File: src/rtl/pos_decoder.sv
// pos_decoder: collects 3-bit positions into an 8-bit frame vector,
// then presents the vector with its popcount and a duplicate flag
// until the downstream side takes it.

module pos_decoder (
  input  logic       clk,
  input  logic       areset_n,
  input  logic       in_valid,
  output logic       in_ready,
  input  logic [2:0] in_pos,
  input  logic       in_last,
  output logic       out_valid,
  input  logic       out_ready,
  output logic [7:0] out_vec,
  output logic [3:0] out_count,
  output logic       out_dup
);

  typedef enum logic [1:0] {
    IDLE  = 2'd0,
    ACCUM = 2'd1,
    HOLD  = 2'd2
  } pos_state_t;

  pos_state_t r_state;
  pos_state_t w_stateNext;

  logic [7:0] r_acc;
  logic [7:0] w_accNext;
  logic       r_dup;
  logic       w_dupNext;

  logic [7:0] r_outVec;
  logic [7:0] w_outVecNext;
  logic [3:0] r_outCount;
  logic [3:0] w_outCountNext;
  logic       r_outDup;
  logic       w_outDupNext;

  // Goes high on the first edge after reset release, so in_ready stays low
  // through reset and comes up one edge later.
  logic       r_live;

  logic       w_accept;
  logic [7:0] w_decode;
  logic [7:0] w_merged;
  logic       w_repeat;
  logic [3:0] w_mergedCount;

  // Counts set bits in a byte; result fits 0..8 without wrapping.
  function automatic logic [3:0] popcount8(input logic [7:0] v);
    logic [3:0] cnt;
    cnt = 4'd0;
    for (int i = 0; i < 8; i++) begin
      cnt = cnt + {3'b000, v[i]};
    end
    return cnt;
  endfunction

  assign in_ready  = r_live && (r_state != HOLD);
  assign out_valid = (r_state == HOLD);
  assign out_vec   = r_outVec;
  assign out_count = r_outCount;
  assign out_dup   = r_outDup;

  assign w_accept      = in_valid && in_ready;
  assign w_decode      = 8'b0000_0001 << in_pos;
  assign w_merged      = r_acc | w_decode;
  assign w_repeat      = |(r_acc & w_decode);
  assign w_mergedCount = popcount8(w_merged);

  // Releases input acceptance one edge after reset deasserts.
  always_ff @(posedge clk or negedge areset_n) begin
    if (!areset_n) begin
      r_live <= 1'b0;
    end else begin
      r_live <= 1'b1;
    end
  end

  // State, accumulator and held-frame registers.
  always_ff @(posedge clk or negedge areset_n) begin
    if (!areset_n) begin
      r_state    <= IDLE;
      r_acc      <= 8'h00;
      r_dup      <= 1'b0;
      r_outVec   <= 8'h00;
      r_outCount <= 4'd0;
      r_outDup   <= 1'b0;
    end else begin
      r_state    <= w_stateNext;
      r_acc      <= w_accNext;
      r_dup      <= w_dupNext;
      r_outVec   <= w_outVecNext;
      r_outCount <= w_outCountNext;
      r_outDup   <= w_outDupNext;
    end
  end

  // Next-state logic: accumulate while open, snapshot on the last position,
  // and hold the snapshot until downstream consumes it.
  always_comb begin
    w_stateNext    = r_state;
    w_accNext      = r_acc;
    w_dupNext      = r_dup;
    w_outVecNext   = r_outVec;
    w_outCountNext = r_outCount;
    w_outDupNext   = r_outDup;

    case (r_state)
      IDLE, ACCUM: begin
        if (w_accept) begin
          if (in_last) begin
            w_outVecNext   = w_merged;
            w_outCountNext = w_mergedCount;
            w_outDupNext   = r_dup | w_repeat;
            w_accNext      = 8'h00;
            w_dupNext      = 1'b0;
            w_stateNext    = HOLD;
          end else begin
            w_accNext   = w_merged;
            w_dupNext   = r_dup | w_repeat;
            w_stateNext = ACCUM;
          end
        end
      end
      HOLD: begin
        if (out_ready) begin
          w_stateNext = IDLE;
        end
      end
      default: begin
        w_stateNext = IDLE;
        w_accNext   = 8'h00;
        w_dupNext   = 1'b0;
      end
    endcase
  end

endmodule

File: config.mk
export PLATFORM = sky130hd
export DESIGN_NAME = pos_decoder
export DESIGN_NICKNAME = d
export VERILOG_FILES = /design/src/rtl/pos_decoder.sv
export SDC_FILE = /design/constraint.sdc
export NUM_CORES = 1
export LEC_CHECK = 0
export ABC_CLOCK_PERIOD_IN_PS = 9400
export CAP_MARGIN = 20
export CORE_MARGIN = 5
export CORE_UTILIZATION = 55
export DETAILED_ROUTE_END_ITERATION = 10
export PLACE_DENSITY = 0.91
export SLEW_MARGIN = 20
export SYNTH_ARGS = -nofsm -noshare
export SYNTH_HDL_FRONTEND = slang
export SYNTH_SLANG_ARGS = --single-unit
File: constraint.sdc
create_clock -name clk -period 9.4 [get_ports clk]
set_input_delay 1.41 -clock clk [delete_from_list [all_inputs] [get_ports clk]]
set_output_delay 1.41 -clock clk [all_outputs]
set_load 0.01 [all_outputs]
# After elaboration in Yosys (flattened, before gate mapping)
# Cells that the tools add are included.
# Widths: inputs -> output; s select.
# classes
addsub	7
eq_ne	5
shifts	1
muxes	10
bitwise	4
reduce_logical	8
# op_table
cell	n
$add 4x1->4	4
$mux 8	2
$pmux 8 s2	1
$and 8x8->8	1
$or 8x8->8	1
$reduce_or 8->1	1
$shl 1x3->8 const A	1
$mux 2	3
$add 3x1->4	1
$ne 2x2->1 const B	2
$pmux 2 s2	1
$reduce_and 2->1	2
$add 2x1->3	1
$reduce_and 3->1	1
$add 1x1->2	1
$eq 2x1->1 const B	1
$eq 2x2->1 const B	1
$logic_and 1x1->1	2
$logic_not 2->1	1
$mux 1	2
$ne 2x1->1 const B	1
$pmux 1 s2	1
$reduce_or 2->1	1
$not 1->1	1
$or 1x1->1	1
# totals
ff_bits	25
input_bits	8
output_inout_bits	15
wordCells	42

# Depth between registers and ports, before layout
# Gate-level depths: netlist of the first run.
# depth
depth_word	9
depth_mapped	12
ltp_nobuf	11

# Least setup slack after synthesis of the first run
# No wires, ideal clock.
# synth_path
kind	input -> register
start	input in_pos[1]
end	register r_outCount[2], in the netlist out_count[2]
setup_time_ns	0.126
arrival_time_ns	4.193
required_time_ns	9.274
slack_ns	5.081
path_stages	12
path_buffers	1
path_cell_list	buf_2 > nor2_1 > a21oi_1 > fa_1 > fa_1 > fa_1 > inv_1 > ha_1 > inv_1 > fa_1 > xor2_1 > o21ai_1
# synth_between
elab_chain_cells	9
# synth_lines
element	line_no	rtl
start, declared	10	input logic [2:0] in_pos,
$shl 1x3->8 *	67	assign w_decode = 8'b0000_0001 << in_pos;
$or 8x8->8 *	68	assign w_merged = r_acc | w_decode;
$add 1x1->2	55	cnt = cnt + {3'b000, v[i]};
$add 2x1->3	55	
$add 3x1->4	55	
$add 4x1->4 (3 in series)	55	
$add 4x1->4 *	55	
end signal, assigned	95	r_outCount <= w_outCountNext;
end, declared	35	logic [3:0] r_outCount;
# Every way passes the cells marked *; elsewhere a longest branch is shown, timed or not.
# A chain may end at the register's enable or synchronous reset.

# Worst setup path in the final report of the first run
# layout_path
start	input in_pos[2]
end	register r_outCount[2], in the netlist out_count[2]
# Same word-level chain as after synthesis.

==> results.json, run 1 <==
{
  "num_rows": 17,
  "hold_start": "out_vec[7]$_DFFE_PN0P_",
  "mostFrequentLayoutCells": "nand2_1, dfrtp_1, o21ai_1, clkdlybuf4s50_1, inv_1",
  "routed_wl_um": 2710,
  "drc_errors": 0,
  "syn_inst": 126,
  "start_util_pct": 57.3,
  "cp.arrival_ps": 5180,
  "fin_skew_ps": 7.47,
  "r2r_cells": 10,
  "finalHoldViolations": 0,
  "async_reset_ff_share_pct": 100,
  "grt_pass1_vias": 986,
  "ys_warn_count": 0,
  "min_to": "out_vec[7]$_DFFE_PN0P_",
  "synthToLayoutAreaGrowth_pct": 19.3,
  "ys_types": 29,
  "syn_nets": 141,
  "outcome": "finished clean",
  "cts_post_setup_buffers_inserted": 0,
  "synth.yosys.seq_area_share_pct": 49.4,
  "p_leak_nw": 0.700,
  "core_area_um2": 2210,
  "relSlewSlack_pct": 48.0,
  "clock_sinks": 25,
  "rrSetupSlack_ps": 6000,
  "cp-end-kind": "register",
  "synth-edff-count": 0,
  "setup_viol": 0,
  "yosys_register_bits": 25,
  "path_clk_slew_ps": 120,
  "drive_above_1_share_pct": 8.16,
  "hp-class": "register to register",
  "wl_per_cell_um": 15.5,
  "overflow": 0,
  "fin_crit_sh_pct": 53.1,
  "dp_hpwl_um": 2050,
  "rsz0062_at_grt": "false",
  "num_io_pins": 23,
  "cts_hold_buf": 0,
  "cts_tree": "yes",
  "fin_ws_ps": 4410,
  "post_cts_resized": 0,
  "tightest_slew_ps": 778,
  "place_congestion": 0.866,
  "cap_viol_max_count": 0,
  "fp.dieArea_um2": 3360,
  "nets": 163,
  "antenna_cells": 0,
  "via_per_inst": 5.71,
  "die_w_um": 58.0,
  "synth_area_um2": 1270,
  "path_class": "primary input to register",
  "root_buffer": "clkbuf_4",
  "fmax_ghz": 0.200,
  "rr_endpoint": "out_count[2]$_DFFE_PN0P_",
  "ant_nets": 0,
  "setup_tns_ps": 0,
  "fp.dieH_um": 58.0,
  "routed-via-count": 999,
  "clock_latency_ps": 320,
  "drv_slew": 0,
  "synth_ff_type": "dfrtp_1",
  "powerDensity_nw_per_um2": 186,
  "path_max_fanout": 10,
  "drtIter0Drc": 41,
  "fin_crit_ps": 4990,
  "crit_required_ps": 9580,
  "htreeDepth": 1,
  "cts_buffer_depth": 2,
  "syn_area_per_cell_um2": 10.1,
  "power_mw": 0.281,
  "grt_pass1_wl_um": 4620,
  "fin_util_pct": 68.4,
  "track_usage_pct": 17.7,
  "antenna_found_initial": 0,
  "whs_path_depth": 2,
  "grt_max_degree": 26,
  "ir_drop_v": 0.000168,
  "dp_slack_ps": 4150,
  "port_buffers": 22,
  "cts_buffers": 3,
  "r2r-start": "r_acc[1]$_DFFE_PN0P_",
  "startpoint_type": "primary input",
  "drt_first_pass_iters": 4
}
## kinds of logic after synthesis
| logic type | synth area share [%] |
|---|---|
| AO/OA/AOI/OAI | 17.7 |
| XOR/XNOR | 0.691 |
| adder cells (fa/ha/maj) | 9.28 |
| buffers and inverters | 6.02 |
| flip-flops | 49.4 |
| multiplexers | 4.94 |
| other | 0.296 |
| AND/OR/NAND/NOR | 11.7 |
## critical path, cell delays in order
cell	delay, ps
clkdlybuf4s50_1	690
inv_1	180
a31oi_1	410
fa_1	520
fa_1	530
fa_1	490
inv_1	90
ha_1	170
inv_1	50
fa_1	370
xor2_1	170
o21ai_1	80
## per-layer routing
metal,track usage (%),vias up,routed length [µm]
met5,0,-,0
met4,5.30,0,58
met3,4.01,12,157
met2,30.5,35,1370
met1,22.2,482,1130
li1,-,470,-
## cells in the mapped netlist, types with 2 or more instances
cell type   n  area (µm²)
dfrtp_1    25         626
o21ai_1    21         105
buf_2       4        20.0
mux2_4      2        30.0
ha_1        3        37.5
a31oi_1     6        37.5
and2_1      2        12.5
inv_1      11        41.3
fa_1        4        80.1
a21oi_1     3        15.0
nand2_1    25        93.8
a311oi_1    2        17.5
nand2b_1    2        12.5
## state kept, by name, summed over array words and instances, names as in the netlist
name / flops
r_live: 1
r_dup: 1
out_count: 4
out_dup: 1
out_vec: 8
r_acc: 8
r_state: 2
## where the power goes
| group | internal, mW | switching [mW] | leakage (nW) |
|---|---|---|---|
| Clock | 0.0166 | 0.0311 | 0.0150 |
| Combinational | 0.0486 | 0.0489 | 0.353 |
| Sequential | 0.124 | 0.0116 | 0.332 |
## area by class of cell
| cell class | instances | area [µm²] |
|---|---|---|
| clock buffer | 4 | 26.3 |
| fill | 177 | 699 |
| inverter | 12 | 45.0 |
| multi-input combinational | 84 | 566 |
| sequential | 25 | 626 |
| tap | 28 | 35.0 |
| timing repair buffer | 22 | 215 |
## worst max-delay path by stage
stage              start                       end  slack, ps
2_1_floorplan  in_pos[1]  out_count[2]$_DFFE_PN0P_       5080
3_3_place_gp   in_pos[2]  out_count[2]$_DFFE_PN0P_       4250
3_5_place_dp   in_pos[2]  out_count[2]$_DFFE_PN0P_       4150
4_1_cts        in_pos[2]  out_count[2]$_DFFE_PN0P_       4440
5_1_grt        in_pos[2]  out_count[2]$_DFFE_PN0P_       4270
6_report       in_pos[2]  out_count[2]$_DFFE_PN0P_       4410
## stage by stage
| step | std cells | hold WS, ps | cell area, µm² |
|---|---|---|---|
| after floorplan | 126 | 469 | 1270 |
| after global placement | 171 | 472 | 1490 |
| after detailed placement | 171 | 477 | 1490 |
| after CTS | 175 | 505 | 1520 |
| after global routing | 175 | 545 | 1510 |
| final | 175 | 500 | 1510 |
(Power assumes the default switching activity.)
==> inputs of run 2 (changes only) <==
--- a/config.mk
+++ b/config.mk
@@ -5,12 +5,12 @@
 export SDC_FILE = /design/constraint.sdc
 export NUM_CORES = 1
 export LEC_CHECK = 0
-export ABC_CLOCK_PERIOD_IN_PS = 9400
+export ABC_CLOCK_PERIOD_IN_PS = 4100
 export CAP_MARGIN = 20
 export CORE_MARGIN = 5
-export CORE_UTILIZATION = 55
+export CORE_UTILIZATION = 46
 export DETAILED_ROUTE_END_ITERATION = 10
-export PLACE_DENSITY = 0.91
+export PLACE_DENSITY = 0.82
 export SLEW_MARGIN = 20
 export SYNTH_ARGS = -nofsm -noshare
 export SYNTH_HDL_FRONTEND = slang
==> constraint.sdc (replaced) <==
create_clock -name clk -period 4.1 [get_ports clk]
set_input_delay 0.615 -clock clk [delete_from_list [all_inputs] [get_ports clk]]
set_output_delay 0.615 -clock clk [all_outputs]
set_load 0.01 [all_outputs]
==> run 2 against run 1 <==
Compared with the run above:
- routed wire length up 2.7%
- sequential power up 130%
- flip-flop and latch count unchanged
- global-route usage down 3.1 points
- combinational power up 140%
- largest cell class unchanged
- largest power group unchanged
==> results.json, run 2 (synthesis gave the netlist of run 1 again) <==
{
  "cts_hold_buf": 0,
  "track_usage_pct": 14.6,
  "mostFrequentLayoutCells": "nand2_1, dfrtp_1, o21ai_1, clkdlybuf4s50_1, inv_1",
  "r2r-start": "r_acc[1]$_DFFE_PN0P_",
  "num_rows": 19,
  "crit_top_cell": "fa_1",
  "grt_max_degree": 26,
  "synthToLayoutAreaGrowth_pct": 24.4,
  "fin_area_um2": 1580,
  "crit_family": "adder cells",
  "cts_tree": "yes",
  "rsz0062_at_grt": "false",
  "nFillCells": 225,
  "nets": 171,
  "power_mw": 0.655,
  "start_util_pct": 47.2,
  "antenna_found_initial": 0,
  "drv_slew": 0,
  "dpl-instance-area_um2": 1560,
  "drt_first_pass_iters": 4,
  "antenna_cells": 0,
  "slowest_delay_ps": 530,
  "drive_above_1_share_pct": 12.9,
  "powerDensity_nw_per_um2": 415,
  "root_buffer": "clkbuf_4",
  "fin_crit_ps": 3860,
  "fin_crit_sh_pct": 94.1,
  "r2r_cells": 10,
  "cp-end-kind": "register",
  "cp_cell_sequence": "clkdlybuf4s50_1 > inv_1 > a31oi_1 > fa_1 > fa_1 > fa_1 > inv_1 > ha_1 > inv_1 > fa_1 > xor2_1 > o21ai_1",
  "wl_per_cell_um": 15.0,
  "htreeDepth": 1,
  "via_per_inst": 5.51,
  "post_cts_resized": 0,
  "dp_hpwl_um": 2210,
  "path_class": "primary input to register",
  "routed-via-count": 1024,
  "cts_post_setup_buffers_inserted": 0,
  "core_area_um2": 2690,
  "ant_nets": 0,
  "place_congestion": 0.807,
  "clock_latency_ps": 310,
  "cts_buffers": 3,
  "overflow": 0,
  "routed_wl_um": 2790,
  "drtIter0Drc": 51,
  "tightest_slew_ps": 746,
  "setup_viol": 0,
  "port_buffers": 22,
  "finalHoldViolations": 0,
  "rr_endpoint": "out_count[2]$_DFFE_PN0P_",
  "critPathBufInv": 4,
  "cp.depth": 12,
  "fp.dieArea_um2": 3910,
  "grt_pass1_wl_um": 4680,
  "ir_drop_v": 0.000385,
  "fmax_ghz": 0.259,
  "rrSetupSlack_ps": 760,
  "hp-class": "primary input to async pin",
  "outcome": "finished clean",
  "drc_errors": 0,
  "crit_required_ps": 4280,
  "grt_pass1_vias": 993,
  "die_w_um": 62.5,
  "p_leak_nw": 0.736,
  "relSlewSlack_pct": 50.2,
  "clock_sinks": 25,
  "cp.arrival_ps": 4030,
  "cts_buffer_depth": 2,
  "cpMaxStageDelayCell": "fa_1",
  "cap_viol_max_count": 0,
  "fin_skew_ps": 4.89,
  "path_clk_slew_ps": 130,
  "fp.dieH_um": 62.5,
  "path_max_fanout": 5,
  "startpoint_type": "primary input",
  "num_io_pins": 23
}
-- run 2: worst register-to-register path: cells and delay by family (launching register included) --
family / cells / cell delay [ps]
fa+ha+maj: 5 / 2080
xor+xnor: 1 / 170
buf+inv: 2 / 140
flops: 1 / 420
compound gates: 2 / 400
-- run 2: how the worst max path moves through the flow --
stage | to | startpoint
final | out_count[2]$_DFFE_PN0P_ | in_pos[2]
after global routing | out_count[2]$_DFFE_PN0P_ | in_pos[0]
after CTS | out_count[2]$_DFFE_PN0P_ | in_pos[0]
after detailed placement | out_count[2]$_DFFE_PN0P_ | in_pos[0]
after global placement | out_count[2]$_DFFE_PN0P_ | in_pos[2]
after floorplan | out_count[2]$_DFFE_PN0P_ | in_pos[1]
-- run 2: layout make-up --
type	count	area [µm²]	share of cell area, %
well taps	31	38.8	2.46
clock buffers	4	26.3	1.67
inverters	12	45.0	2.86
repair buffers	30	275	17.5
flip-flops and latches	25	626	39.7
multi-input cells	84	566	35.9
-- run 2: stage by stage --
step / setup WS (ps) / hold WS (ps) / instances / TNS, ps / utilization (%)
2_1_floorplan: 576 / 319 / 126 / 0 / -
3_5_place_dp: -90.1 / 480 / 182 / -135 / 57.9
5_1_grt: 61.6 / 300 / 186 / 0 / 58.7
3_3_place_gp: 70.1 / 474 / 182 / 0 / 57.9
4_1_cts: 231 / 509 / 186 / 0 / 58.9
6_report: 243 / 269 / 186 / 0 / 58.7
-- run 2: power breakdown --
group | internal [mW] | switching (mW)
logic | 0.121 | 0.117
registers | 0.285 | 0.0257
clock network | 0.0380 | 0.0677
-- run 2: layer usage --
metal,part of all wire [%],global-route usage [%],vias up
met1,43,20.3,502
met2,51,22.9,28
met5,0,0,-
li1,-,-,490
met4,1.5,4.77,0
met3,4.5,2.70,4
